`src/rtl/fwd_hazard_unit_if.sv`:
```
// Operand-tag bundle between the EXE/ID stages and fwd_hazard_unit.
// exe_valid qualifies the EXE fields each cycle; there is no ready: the unit never back-pressures.
interface fwd_hazard_unit_if #(
    parameter int REG_AW  = 4,
    parameter int NUM_SRC = 2,
    parameter int DEPTH   = 2,
    parameter int SEL_W   = $clog2(DEPTH + 1),
    parameter int CNT_W   = 16
);
    logic                      en_forwarding;
    logic                      exe_valid;
    logic                      exe_wb_en;
    logic                      exe_mem_read;
    logic [REG_AW-1:0]         exe_dest;
    logic [NUM_SRC*REG_AW-1:0] exe_src;
    logic [NUM_SRC-1:0]        exe_src_used;
    logic [NUM_SRC*REG_AW-1:0] id_src;
    logic [NUM_SRC-1:0]        id_src_used;
    logic [NUM_SRC*SEL_W-1:0]  fwd_sel;
    logic                      hazard_stall;
    logic [CNT_W-1:0]          stall_count;

    modport master (
        output en_forwarding, exe_valid, exe_wb_en, exe_mem_read, exe_dest,
               exe_src, exe_src_used, id_src, id_src_used,
        input  fwd_sel, hazard_stall, stall_count
    );

    modport slave (
        input  en_forwarding, exe_valid, exe_wb_en, exe_mem_read, exe_dest,
               exe_src, exe_src_used, id_src, id_src_used,
        output fwd_sel, hazard_stall, stall_count
    );
endinterface

```
`src/rtl/fwd_hazard_unit.sv`:
```
// Tracks destination tags DEPTH stages past EXE, picks per-source forwarding selects
// and raises the load-use / stall-only hazard with a saturating stall counter.
module fwd_hazard_unit #(
    parameter int REG_AW  = 4,
    parameter int NUM_SRC = 2,
    parameter int DEPTH   = 2,
    parameter int SEL_W   = $clog2(DEPTH + 1),
    parameter int CNT_W   = 16
) (
    input  logic             clk,
    input  logic             rst_n,
    fwd_hazard_unit_if.slave bus,
    output logic             fwd_from_load_o
);
    logic [DEPTH:1]             tag_valid_q, tag_valid_d;
    logic [DEPTH:1][REG_AW-1:0] tag_dest_q, tag_dest_d;
    // Only stage 1 can hold a load that matters (forwarding a load from stage 1 is illegal).
    logic                       tag_load_q, tag_load_d;
    logic [CNT_W-1:0]           stall_cnt_q, stall_cnt_d;
    logic [NUM_SRC*SEL_W-1:0]   fwd_sel;
    logic                       exe_prod;
    logic                       id_match;
    logic                       stall;

    always_comb begin
        tag_valid_d[1] = bus.exe_valid & bus.exe_wb_en;
        tag_dest_d[1]  = bus.exe_dest;
        tag_load_d     = bus.exe_mem_read;
        for (int k = 2; k <= DEPTH; k++) begin
            tag_valid_d[k] = tag_valid_q[k-1];
            tag_dest_d[k]  = tag_dest_q[k-1];
        end
    end

    // Scanning from the oldest stage down lets the youngest producer overwrite the select.
    always_comb begin
        fwd_sel         = '0;
        fwd_from_load_o = 1'b0;
        for (int i = 0; i < NUM_SRC; i++) begin
            if (bus.en_forwarding && bus.exe_src_used[i]) begin
                for (int k = DEPTH; k >= 1; k--) begin
                    if (tag_valid_q[k] && (tag_dest_q[k] == bus.exe_src[i*REG_AW +: REG_AW])) begin
                        fwd_sel[i*SEL_W +: SEL_W] = SEL_W'(k);
                    end
                end
                if (tag_valid_q[1] && tag_load_q &&
                    (tag_dest_q[1] == bus.exe_src[i*REG_AW +: REG_AW])) begin
                    fwd_from_load_o = 1'b1;
                end
            end
        end
    end

    always_comb begin
        exe_prod = bus.exe_valid & bus.exe_wb_en;
        id_match = 1'b0;
        for (int i = 0; i < NUM_SRC; i++) begin
            if (bus.id_src_used[i] && (bus.id_src[i*REG_AW +: REG_AW] == bus.exe_dest)) begin
                id_match = 1'b1;
            end
        end
        // Stage DEPTH is left out: the register file writes it on the falling edge.
        if (bus.en_forwarding) begin
            stall = exe_prod & bus.exe_mem_read & id_match;
        end else begin
            stall = (exe_prod & id_match) | (|tag_valid_q[DEPTH-1:1]);
        end
    end

    always_comb begin
        stall_cnt_d = stall_cnt_q;
        if (stall && (stall_cnt_q != '1)) begin
            stall_cnt_d = stall_cnt_q + CNT_W'(1);
        end
    end

    always_ff @(posedge clk or negedge rst_n) begin
        if (!rst_n) begin
            tag_valid_q <= '0;
            tag_dest_q  <= '0;
            tag_load_q  <= 1'b0;
            stall_cnt_q <= '0;
        end else begin
            tag_valid_q <= tag_valid_d;
            tag_dest_q  <= tag_dest_d;
            tag_load_q  <= tag_load_d;
            stall_cnt_q <= stall_cnt_d;
        end
    end

    assign bus.fwd_sel      = fwd_sel;
    assign bus.hazard_stall = stall;
    assign bus.stall_count  = stall_cnt_q;
endmodule
```
`src/flat_wrapper.sv`:
```
// flat-port wrapper written by rule: the top's interface ports become plain ports
module fwd_hazard_unit_flat 
#(
    parameter int REG_AW  = 4,
    parameter int NUM_SRC = 2,
    parameter int DEPTH   = 2,
    parameter int SEL_W   = $clog2(DEPTH + 1),
    parameter int CNT_W   = 16
)
  (clk, rst_n, fwd_from_load_o, bus_en_forwarding, bus_exe_valid, bus_exe_wb_en, bus_exe_mem_read, bus_exe_dest, bus_exe_src, bus_exe_src_used, bus_id_src, bus_id_src_used, bus_fwd_sel, bus_hazard_stall, bus_stall_count);
  fwd_hazard_unit_if #(.REG_AW(REG_AW), .NUM_SRC(NUM_SRC), .DEPTH(DEPTH), .SEL_W(SEL_W), .CNT_W(CNT_W)) bus_i ();
  input  logic clk;
  input  logic rst_n;
  output logic fwd_from_load_o;
  input wire logic [$bits(bus_i.en_forwarding)-1:0] bus_en_forwarding;
  input wire logic [$bits(bus_i.exe_valid)-1:0] bus_exe_valid;
  input wire logic [$bits(bus_i.exe_wb_en)-1:0] bus_exe_wb_en;
  input wire logic [$bits(bus_i.exe_mem_read)-1:0] bus_exe_mem_read;
  input wire logic [$bits(bus_i.exe_dest)-1:0] bus_exe_dest;
  input wire logic [$bits(bus_i.exe_src)-1:0] bus_exe_src;
  input wire logic [$bits(bus_i.exe_src_used)-1:0] bus_exe_src_used;
  input wire logic [$bits(bus_i.id_src)-1:0] bus_id_src;
  input wire logic [$bits(bus_i.id_src_used)-1:0] bus_id_src_used;
  output wire logic [$bits(bus_i.fwd_sel)-1:0] bus_fwd_sel;
  output wire logic [$bits(bus_i.hazard_stall)-1:0] bus_hazard_stall;
  output wire logic [$bits(bus_i.stall_count)-1:0] bus_stall_count;
  assign bus_i.en_forwarding = bus_en_forwarding;
  assign bus_i.exe_valid = bus_exe_valid;
  assign bus_i.exe_wb_en = bus_exe_wb_en;
  assign bus_i.exe_mem_read = bus_exe_mem_read;
  assign bus_i.exe_dest = bus_exe_dest;
  assign bus_i.exe_src = bus_exe_src;
  assign bus_i.exe_src_used = bus_exe_src_used;
  assign bus_i.id_src = bus_id_src;
  assign bus_i.id_src_used = bus_id_src_used;
  assign bus_fwd_sel = bus_i.fwd_sel;
  assign bus_hazard_stall = bus_i.hazard_stall;
  assign bus_stall_count = bus_i.stall_count;
  fwd_hazard_unit #(.REG_AW(REG_AW), .NUM_SRC(NUM_SRC), .DEPTH(DEPTH), .SEL_W(SEL_W), .CNT_W(CNT_W)) u_core (.clk(clk), .rst_n(rst_n), .bus(bus_i), .fwd_from_load_o(fwd_from_load_o));
endmodule
```
`config.mk`:
```
export PLATFORM = sky130hd
export DESIGN_NAME = fwd_hazard_unit_flat
export DESIGN_NICKNAME = d
export VERILOG_FILES = /design/src/rtl/fwd_hazard_unit_if.sv /design/src/rtl/fwd_hazard_unit.sv /design/src/flat_wrapper.sv
export SDC_FILE = /design/constraint.sdc
export NUM_CORES = 1
export LEC_CHECK = 0
export BUFFER_PORTS_ARGS = -buffer_cell sky130_fd_sc_hd__buf_4
export CAP_MARGIN = 20
export CORE_MARGIN = 10
export CORE_UTILIZATION = 45
export CTS_CLUSTER_DIAMETER = 100
export DETAILED_ROUTE_END_ITERATION = 16
export PLACE_DENSITY = 0.72
export RECOVER_POWER = 50
export SLEW_MARGIN = 15
export SYNTH_ARGS = -nofsm -noshare
export SYNTH_HDL_FRONTEND = slang
export SYNTH_SLANG_ARGS = --single-unit
```
`constraint.sdc`:
```
create_clock -name clk -period 3.02 [get_ports clk]
set_input_delay 0.906 -clock clk [delete_from_list [all_inputs] [get_ports clk]]
set_output_delay 0.906 -clock clk [all_outputs]
set_load 0.02 [all_outputs]
```
==> results of run 1 <==
power groups by stage:
stage	logic, W	clock network (W)	registers (W)
floorplan	0.000114	0	0.000512
global placement	0.000286	0	0.000473
detailed placement	0.000292	0	0.000480
CTS	0.000293	0.000157	0.000472
global route	0.000308	0.000176	0.000483
finish	0.000284	0.000151	0.000471
cell usage in the layout (no fill, tap or decap), types with 3 or more instances in the layout:
cell	synthesis	layout
mux2_2	3	3
nand2_1	10	10
xnor2_1	19	19
nand4_1	4	4
o2111ai_1	4	4
nand3_1	10	10
o211ai_1	5	5
clkbuf_1	0	7
nor2_1	4	4
buf_4	0	49
inv_1	5	5
dfrtp_1	27	27
nor4_1	3	3
clkbuf_4	0	3
nor3_1	4	4
xor2_1	12	12
sequential cells by signal, indices dropped and copies added (netlist names):
register and count:
u_core.tag_dest_q 4, u_core.tag_load_q 1, u_core.tag_dest_d 4, u_core.bus.stall_count 16, u_core.tag_valid_q 2
cells by family after synthesis:
family                     share of synthesized area
adders and majority gates                    0.00794
AOI/OAI and AO/OA                              0.141
buffers and inverters                         0.0254
xor gates and xnor gates                       0.172
muxes                                         0.0405
and+or+nand+nor                                0.184
DFF                                            0.429
metal layers:
layer	routed length, um	vias to the layer above	track usage
li1	-	654	-
met1	1630	663	0.140
met2	2210	35	0.251
met3	224	4	0.0293
met4	30	0	0.0341
met5	0	-	0
critical path, stage by stage:
cell,delay [ns]
buf_4,0.12
xor2_1,0.13
nor4_1,0.43
nand2_1,0.13
a21oi_1,0.15
buf_4,0.16
path summary, 6_finish.rpt:
check / depth (start not counted) / startpoint / to / slack [ns]
setup reg to reg: 6 / u_core.bus.stall_count[0] / u_core.bus.stall_count[1] / 0.98
min in group asynchronous: 1 / rst_n / u_core.bus.stall_count[12] / 0.90
max in group asynchronous: 1 / rst_n / u_core.bus.stall_count[4] / 1.27
hold / removal: 0 / u_core.tag_dest_d[6] / u_core.tag_dest_q[6] / 0.46
hold reg to reg: 0 / u_core.tag_dest_d[6] / u_core.tag_dest_q[6] / 0.46
setup / recovery: 6 / bus_exe_src[1] / fwd_from_load_o / 0.09
per-stage QoR:
stage | std cells | instance area [um2] | setup WS [ns]
floorplan | 147 | 1580 | 0.106
global placement | 245 | 2030 | 0.143
detailed placement | 245 | 2030 | 0.0944
CTS | 249 | 2050 | 0.0985
global route | 249 | 2030 | 0.00618
finish | 249 | 2030 | 0.0903
layout make-up:
cell class / instances / share of cell area
Multi-Input combinational cell: 112 / 0.425
Sequential cell: 27 / 0.333
Timing Repair Buffer: 55 / 0.192
Tap cell: 46 / 0.0283
Clock buffer: 4 / 0.0129
Inverter: 5 / 0.00924
==> flow_summary.ini, run 1 <==
[cts]
cts_made_buffers = 3
cts-hold-fix-buffers = 0
cts_max_path_buffers = 2
insertion_delay_ns = 0.31
cts-resized-gates = 0
cts_root_buffer = clkbuf_4
h-tree-depth = 1
clock-sinks = 27
clk_pin_slew_ns = 0.14
tritoncts = yes
cts_setup_buffers = 0

[synth]
syn_nets = 178
synthCells = 147
async_reset_ff_frac = 1.00
yosys.area.top_type = dfrtp_1
synth_edf_count = 0
yosysMostFrequentCell = dfrtp_1
synth_cell_type_count = 42
ys_seq_elements = 27
synth-warning-count = 0
syn-cell-area_mm2 = 0.00158
synth_common_cells = 27 x dfrtp_1, 19 x xnor2_1, 12 x xor2_1, 10 x nand2_1, 10 x nand3_1
synth_top_area_frac = 0.429
yosys-top-cells-area = dfrtp_1 43%, xnor2_1 11%, xor2_1 6.7%
synthFlopType = dfrtp_1
syn_area_per_cell_um2 = 10.7
yosysSeqAreaShare = 0.429

[routing]
wire_per_inst_um = 16.5
ant_nets = 0
first_pass_iters = 4
vias = 1356
drc = 0
routed_wirelength_um = 4100
dr.first_iter.drc_count = 58
drt-vias-per-instance = 5.45

[sta]
finClkSkew_ns = 0.00414
maxSlewHeadroom = 0.0325
finalCriticalPeriod_ns = 2.93
tns_ns = 0
rsz0062_at_grt = false
tightest_slew_ns = 1.45
slew_violations = 0
setup_viol = 0
max_freq_ghz = 0.341
hold_viol = 0
fin_crit_sh = 0.970
hold_slack_ns = 0.460

[pwr]
pwr-share-comb = 0.313
p_clk_frac = 0.167
p_sw_w = 0.000314
total_power_w = 0.000907
p_int_w = 0.000594
power_frac_seq = 0.520
p_per_area_mw_per_mm2 = 447
leakagePower_nw = 0.885
switching_share = 0.346
ir_worst_vdd_mv = 0.249

[grt]
grt_max_degree = 28
grt_usage = 0.131
grt_pass1_vias = 1462
grt_pass1_wl_um = 6790
overflow = 0
antenna_found_initial = 0

[finish]
n_antenna_cell = 0
multi_input_area_um2 = 862
final.fill_count = 328
area_delta_synth_final_pct = 28.9
final_util = 0.604
layout.nets = 235
drive_gt1_frac = 0.335
seq_area_um2 = 676

[critical_path]
crit_path_start_kind = input pin
cp_max_fo = 2
critical_path_class = in -> out
cp-end-kind = output port
critPathRequiredTime_ns = 2.11
arrival_ns = 2.02

[placement]
dp_hpwl_um = 3310
globalplace.congestion = 0.831
port_buffers = 51

[outcome]
status = completed

[floorplan]
io_pins = 52
core_mm2 = 0.00336
initial_core_util = 0.468
die_x_um = 79.2
num_rows = 21
die_area_mm2 = 0.00627
die_h_um = 79.2

[flow_run]
max-cap-violations = 0

[worst_hold_path]
min_path_type = reg -> reg
No activity file was read; power rests on OpenSTA's default activity.
==> inputs of run 2 (changes only) <==
--- a/config.mk
+++ b/config.mk
@@ -5,13 +5,14 @@
 export SDC_FILE = /design/constraint.sdc
 export NUM_CORES = 1
 export LEC_CHECK = 0
+export ABC_AREA = 1
 export BUFFER_PORTS_ARGS = -buffer_cell sky130_fd_sc_hd__buf_4
 export CAP_MARGIN = 20
 export CORE_MARGIN = 10
 export CORE_UTILIZATION = 45
 export CTS_CLUSTER_DIAMETER = 100
 export DETAILED_ROUTE_END_ITERATION = 16
-export PLACE_DENSITY = 0.72
+export PLACE_DENSITY = 0.71
 export RECOVER_POWER = 50
 export SLEW_MARGIN = 15
 export SYNTH_ARGS = -nofsm -noshare
==> flow_summary.ini, run 2 <==
[grt]
antenna_found_initial = 0
overflow = 0
grt_pass1_vias = 1563
grt_pass1_wl_um = 6900
grt_max_degree = 28
grt_usage = 0.128

[pwr]
leakagePower_nw = 1.19
p_int_w = 0.000573
ir_worst_vdd_mv = 0.304
power_frac_seq = 0.514
switching_share = 0.311
p_per_area_mw_per_mm2 = 376
p_sw_w = 0.000258
pwr-share-comb = 0.241
p_clk_frac = 0.245

[sta]
fin_crit_sh = 0.938
hold_viol = 0
setup_viol = 0
finalCriticalPeriod_ns = 2.83
finClkSkew_ns = 0.00458
hold_slack_ns = 0.453
rsz0062_at_grt = false
slew_violations = 0
maxSlewHeadroom = 0.0586
tns_ns = 0
max_freq_ghz = 0.353
tightest_slew_ns = 1.41

[floorplan]
die_x_um = 82.1
core_mm2 = 0.00369
num_rows = 22
die_h_um = 82.1
io_pins = 52
initial_core_util = 0.471
die_area_mm2 = 0.00675

[finish]
largest_reg_flops = 16
final_common_cell = nand2_1
layout_common_cells = 79 x nand2_1, 49 x buf_4, 29 x inv_1
layout.nets = 323
fin_area_mm2 = 0.00221
drive_gt1_frac = 0.213
area_delta_synth_final_pct = 27.1
n_antenna_cell = 0
final.fill_count = 359

[synth]
yosys-top-cells-area = dfrtp_1 39%, nand2_1 17%, xor2_1 9.6%
synth-xor-area-share = 0.141
syn_area_per_cell_um2 = 7.30
synth-warning-count = 0
synthCells = 238
yosysSeqAreaShare = 0.389
async_reset_ff_frac = 1.00
synth_common_cells = 79 x nand2_1, 29 x inv_1, 27 x dfrtp_1, 25 x nand3_1, 25 x nor2_1
synth_cell_type_count = 22
ys_seq_elements = 27
synth_edf_count = 0
synth_compound_area_frac = 0.0115
yosysMostFrequentCell = nand2_1
synth-simple-area-share = 0.377
synth_top_family_by_area = simple AND/OR/NAND/NOR gates
syn_nets = 269
synth_mux_area_frac = 0
synth_fa_ha_area_frac = 0.00720
syn-cell-area_mm2 = 0.00174
synth_top_area_frac = 0.389
synthFlopType = dfrtp_1
yosys.area.top_type = dfrtp_1

[critical_path]
arrival_ns = 1.93
critical_path_class = in -> out
cp_cell_sequence = buf_4 -> nand2_1 -> nand2_1 -> nor4_1 -> nand3b_1 -> o21ai_0 -> buf_4
critPathRequiredTime_ns = 2.11
cp-end-kind = output port
critPathMaxStageDelay_ns = 0.43
cp_max_fo = 3
worst_path_max_delay_cell = nor4_1
crit_path_start_kind = input pin

[worst_hold_path]
min_path_type = reg -> reg

[cts]
cts_root_buffer = clkbuf_8
cts-resized-gates = 0
insertion_delay_ns = 0.28
h-tree-depth = 1
cts_made_buffers = 3
clock-sinks = 27
cts-hold-fix-buffers = 0
clk_pin_slew_ns = 0.08
cts_setup_buffers = 0
tritoncts = yes
cts_max_path_buffers = 2

[flow_run]
max-cap-violations = 0

[routing]
routed_wirelength_um = 4180
drt-vias-per-instance = 4.64
wire_per_inst_um = 12.3
drc = 0
vias = 1572
dr.first_iter.drc_count = 71
ant_nets = 0
first_pass_iters = 4

[placement]
globalplace.congestion = 0.822
dp_hpwl_um = 3420
place_area_mm2 = 0.00217
port_buffers = 51

[outcome]
status = completed
run 2: cell types whose count changed in the layout (fill, tap and decap cells not counted), moves of 3 or more:
cell	before	now
o211ai_1	5	0
clkbuf_8	0	3
nand3_1	10	25
inv_1	5	29
mux2_2	3	0
nand2_1	10	79
xnor2_1	19	9
o2111ai_1	4	0
nor2_1	4	25
xor2_1	12	19
clkbuf_1	7	1
run 2: kinds of logic after synthesis:
logic type               after synthesis
XOR/XNOR                              28
AND/OR/NAND/NOR                      146
adder cells (fa/ha/maj)                1
AO/OA/AOI/OAI                          4
flip-flops                            27
buffers and inverters                 32
run 2: power groups by stage:
| stage | clock (W) | combinational (W) | sequential (W) |
|---|---|---|---|
| finish | 0.000203 | 0.000200 | 0.000427 |
| global route | 0.000218 | 0.000226 | 0.000434 |
| CTS | 0.000211 | 0.000205 | 0.000427 |
| detailed placement | 0 | 0.000204 | 0.000434 |
| global placement | 0 | 0.000201 | 0.000433 |
| floorplan | 0 | 0.0000891 | 0.000452 |
run 2: critical path: cells and delay by family:
family	cells	cell delay [ns]
and+or+nand+nor	4	0.64
buffers and inverters	2	0.28
AOI/OAI and AO/OA	1	0.09
run 2: final timing paths:
path                                             end  slack, ns  cells past startpoint                 startpoint
max                                  fwd_from_load_o       0.19                      7             bus_exe_src[3]
min                             u_core.tag_dest_q[7]       0.45                      0       u_core.tag_dest_d[7]
max reg2reg                u_core.bus.stall_count[4]       1.07                      9  u_core.bus.stall_count[0]
min reg2reg                     u_core.tag_dest_q[7]       0.45                      0       u_core.tag_dest_d[7]
max in group asynchronous       u_core.tag_dest_q[5]       1.25                      1                      rst_n
min in group asynchronous  u_core.bus.stall_count[1]       0.94                      1                      rst_n
run 2: stage by stage:
| stage | cells | util | setup WS, ns | total power, W |
|---|---|---|---|---|
| 2_1_floorplan | 238 | - | 0.346 | 0.000541 |
| 3_3_place_gp | 335 | 0.588 | 0.188 | 0.000634 |
| 3_5_place_dp | 335 | 0.588 | 0.185 | 0.000639 |
| 4_1_cts | 339 | 0.600 | 0.182 | 0.000843 |
| 5_1_grt | 339 | 0.599 | 0.00912 | 0.000878 |
| 6_report | 339 | 0.599 | 0.186 | 0.000831 |
run 2: routing by layer:
layer,global-route usage,wire [um],vias up
li1,-,-,841
met1,0.164,1940,695
met2,0.200,1890,31
met3,0.0313,282,5
met4,0.0561,72,0
met5,0,0,-
run 2: final cells by class:
type | instances | area [um2] | area share
clock buffer | 3 | 41.3 | 0.0187
tap | 48 | 60.1 | 0.0272
multi-input combinational | 179 | 932 | 0.422
timing repair buffer | 52 | 387 | 0.175
inverter | 29 | 109 | 0.0493
sequential | 27 | 676 | 0.306
clock inverter | 1 | 5.00 | 0.00227
==> inputs of run 3 (changes only) <==
--- a/config.mk
+++ b/config.mk
@@ -9,10 +9,9 @@
 export BUFFER_PORTS_ARGS = -buffer_cell sky130_fd_sc_hd__buf_4
 export CAP_MARGIN = 20
 export CORE_MARGIN = 10
-export CORE_UTILIZATION = 45
+export CORE_UTILIZATION = 25
 export CTS_CLUSTER_DIAMETER = 100
 export DETAILED_ROUTE_END_ITERATION = 16
-export PLACE_DENSITY = 0.71
 export RECOVER_POWER = 50
 export SLEW_MARGIN = 15
 export SYNTH_ARGS = -nofsm -noshare
==> flow_summary.ini, run 3 (synthesis results as in run 2) <==
[critical_path]
cp_num_buf_inv = 3
path_common_cell = buf_4
arrival_ns = 1.91
reg2reg_depth = 9
worst-path-stages = 8
critPathMaxStageDelay_ns = 0.30
critPathRequiredTime_ns = 2.11
rrSetupSlack_ns = 1.07
crit_start = bus_exe_src[3]
cp_top_family = simple AND/OR/NAND/NOR gates
r2r_start = u_core.bus.stall_count[0]
crit_path_start_kind = input pin
cp_cell_sequence = buf_4 -> nand2_1 -> nand2_1 -> nor4_1 -> buf_4 -> nand3b_1 -> o21ai_0 -> buf_4
cp_max_fo = 3
worst_path_max_delay_cell = nor4_1
r2r_end = u_core.bus.stall_count[13]
cp-end-kind = output port
critical_path_class = in -> out

[grt]
grt_usage = 0.0862
overflow = 0
grt_pass1_vias = 1611
grt_max_degree = 28
grt_pass1_wl_um = 7530
antenna_found_initial = 0

[floorplan]
die_x_um = 103
num_rows = 30
core_mm2 = 0.00676
die_area_mm2 = 0.0107
io_pins = 52
initial_core_util = 0.257
die_h_um = 103

[routing]
wire_per_inst_um = 12.0
first_pass_iters = 4
top_layer = met4
met2_length_um = 2040
vias = 1596
m1WireLength_um = 2090
dr_wl_met3_um = 303
ant_nets = 0
drc = 0
dr.first_iter.drc_count = 82
drt-vias-per-instance = 4.29
routed_wirelength_um = 4450

[finish]
layout.nets = 324
largest_reg_flops = 16
final_common_cell = nand2_1
n_antenna_cell = 0
final_util = 0.332
layout_common_cells = 79 x nand2_1, 46 x buf_4, 29 x inv_1
area_delta_synth_final_pct = 29.2
fin_area_mm2 = 0.00225
drive_gt1_frac = 0.205

[outcome]
status = completed

[sta]
tns_ns = 0
finClkSkew_ns = 0.00508
rsz0062_at_grt = false
setup_viol = 0
tightest_slew_ns = 1.44
maxSlewHeadroom = 0.0370
fin_crit_sh = 0.934
max_freq_ghz = 0.355
worst_slack_ns = 0.199
slew_violations = 0
hold_viol = 0
finalCriticalPeriod_ns = 2.82

[cts]
cts_max_path_buffers = 2
cts-resized-gates = 0
clk_pin_slew_ns = 0.10
cts_setup_buffers = 0
tritoncts = yes
h-tree-depth = 1
clock-sinks = 27
cts_root_buffer = clkbuf_8
insertion_delay_ns = 0.27
cts_made_buffers = 3
cts-hold-fix-buffers = 0

[worst_hold_path]
hold_depth = 0
min_to = u_core.tag_dest_q[4]
hold_start = u_core.tag_dest_d[4]
min_path_type = reg -> reg

[placement]
port_buffers = 51
pre_cts_ws_ns = 0.199
dp_hpwl_um = 3640
place_area_mm2 = 0.00221
globalplace.congestion = 0.829

[pwr]
p_per_area_mw_per_mm2 = 374
total_power_w = 0.000840
leakagePower_nw = 1.18
ir_worst_vdd_mv = 0.197

[flow_run]
max-cap-violations = 0
[run 3: area by class of cell]
cell class                      count  area (um2)
Clock inverter                      1        5.00
Clock buffer                        3        41.3
Timing Repair Buffer               53         383
Inverter                           29         109
Fill cell                         754        4510
Tap cell                           80         100
Multi-Input combinational cell    179         932
Sequential cell                    27         676
[run 3: per-layer routing]
| layer | global-route usage | up-vias |
|---|---|---|
| li1 | - | 844 |
| met1 | 0.110 | 719 |
| met2 | 0.137 | 31 |
| met3 | 0.0292 | 2 |
| met4 | 0.0203 | 0 |
| met5 | 0 | - |
[run 3: report_power, final]
part           total (W)  internal [W]  switching, W
Combinational   0.000201     0.0000912      0.000110
Clock           0.000211     0.0000925      0.000118
Sequential      0.000428      0.000388     0.0000398
Total           0.000840      0.000572      0.000268
[run 3: worst register-to-register path, cell delays in order (launching register included)]
cell,delay [ns]
dfrtp_1,0.46
ha_1,0.27
nand3_2,0.15
nor2_4,0.15
nand2_2,0.08
nor2_4,0.11
nand4_4,0.25
nand2_4,0.28
nand2_1,0.08
nand2_1,0.06
[run 3: per-stage QoR]
stage | hold WS [ns] | instances
6_report | 0.454 | 372
5_1_grt | 0.484 | 372
4_1_cts | 0.460 | 372
3_5_place_dp | 0.436 | 368
3_3_place_gp | 0.430 | 368
2_1_floorplan | 0.409 | 238
[run 3: worst max-delay path by stage]
stage                                 end
after global routing      fwd_from_load_o
after global placement    fwd_from_load_o
after floorplan           fwd_from_load_o
final                     fwd_from_load_o
after CTS                 fwd_from_load_o
after detailed placement  fwd_from_load_o
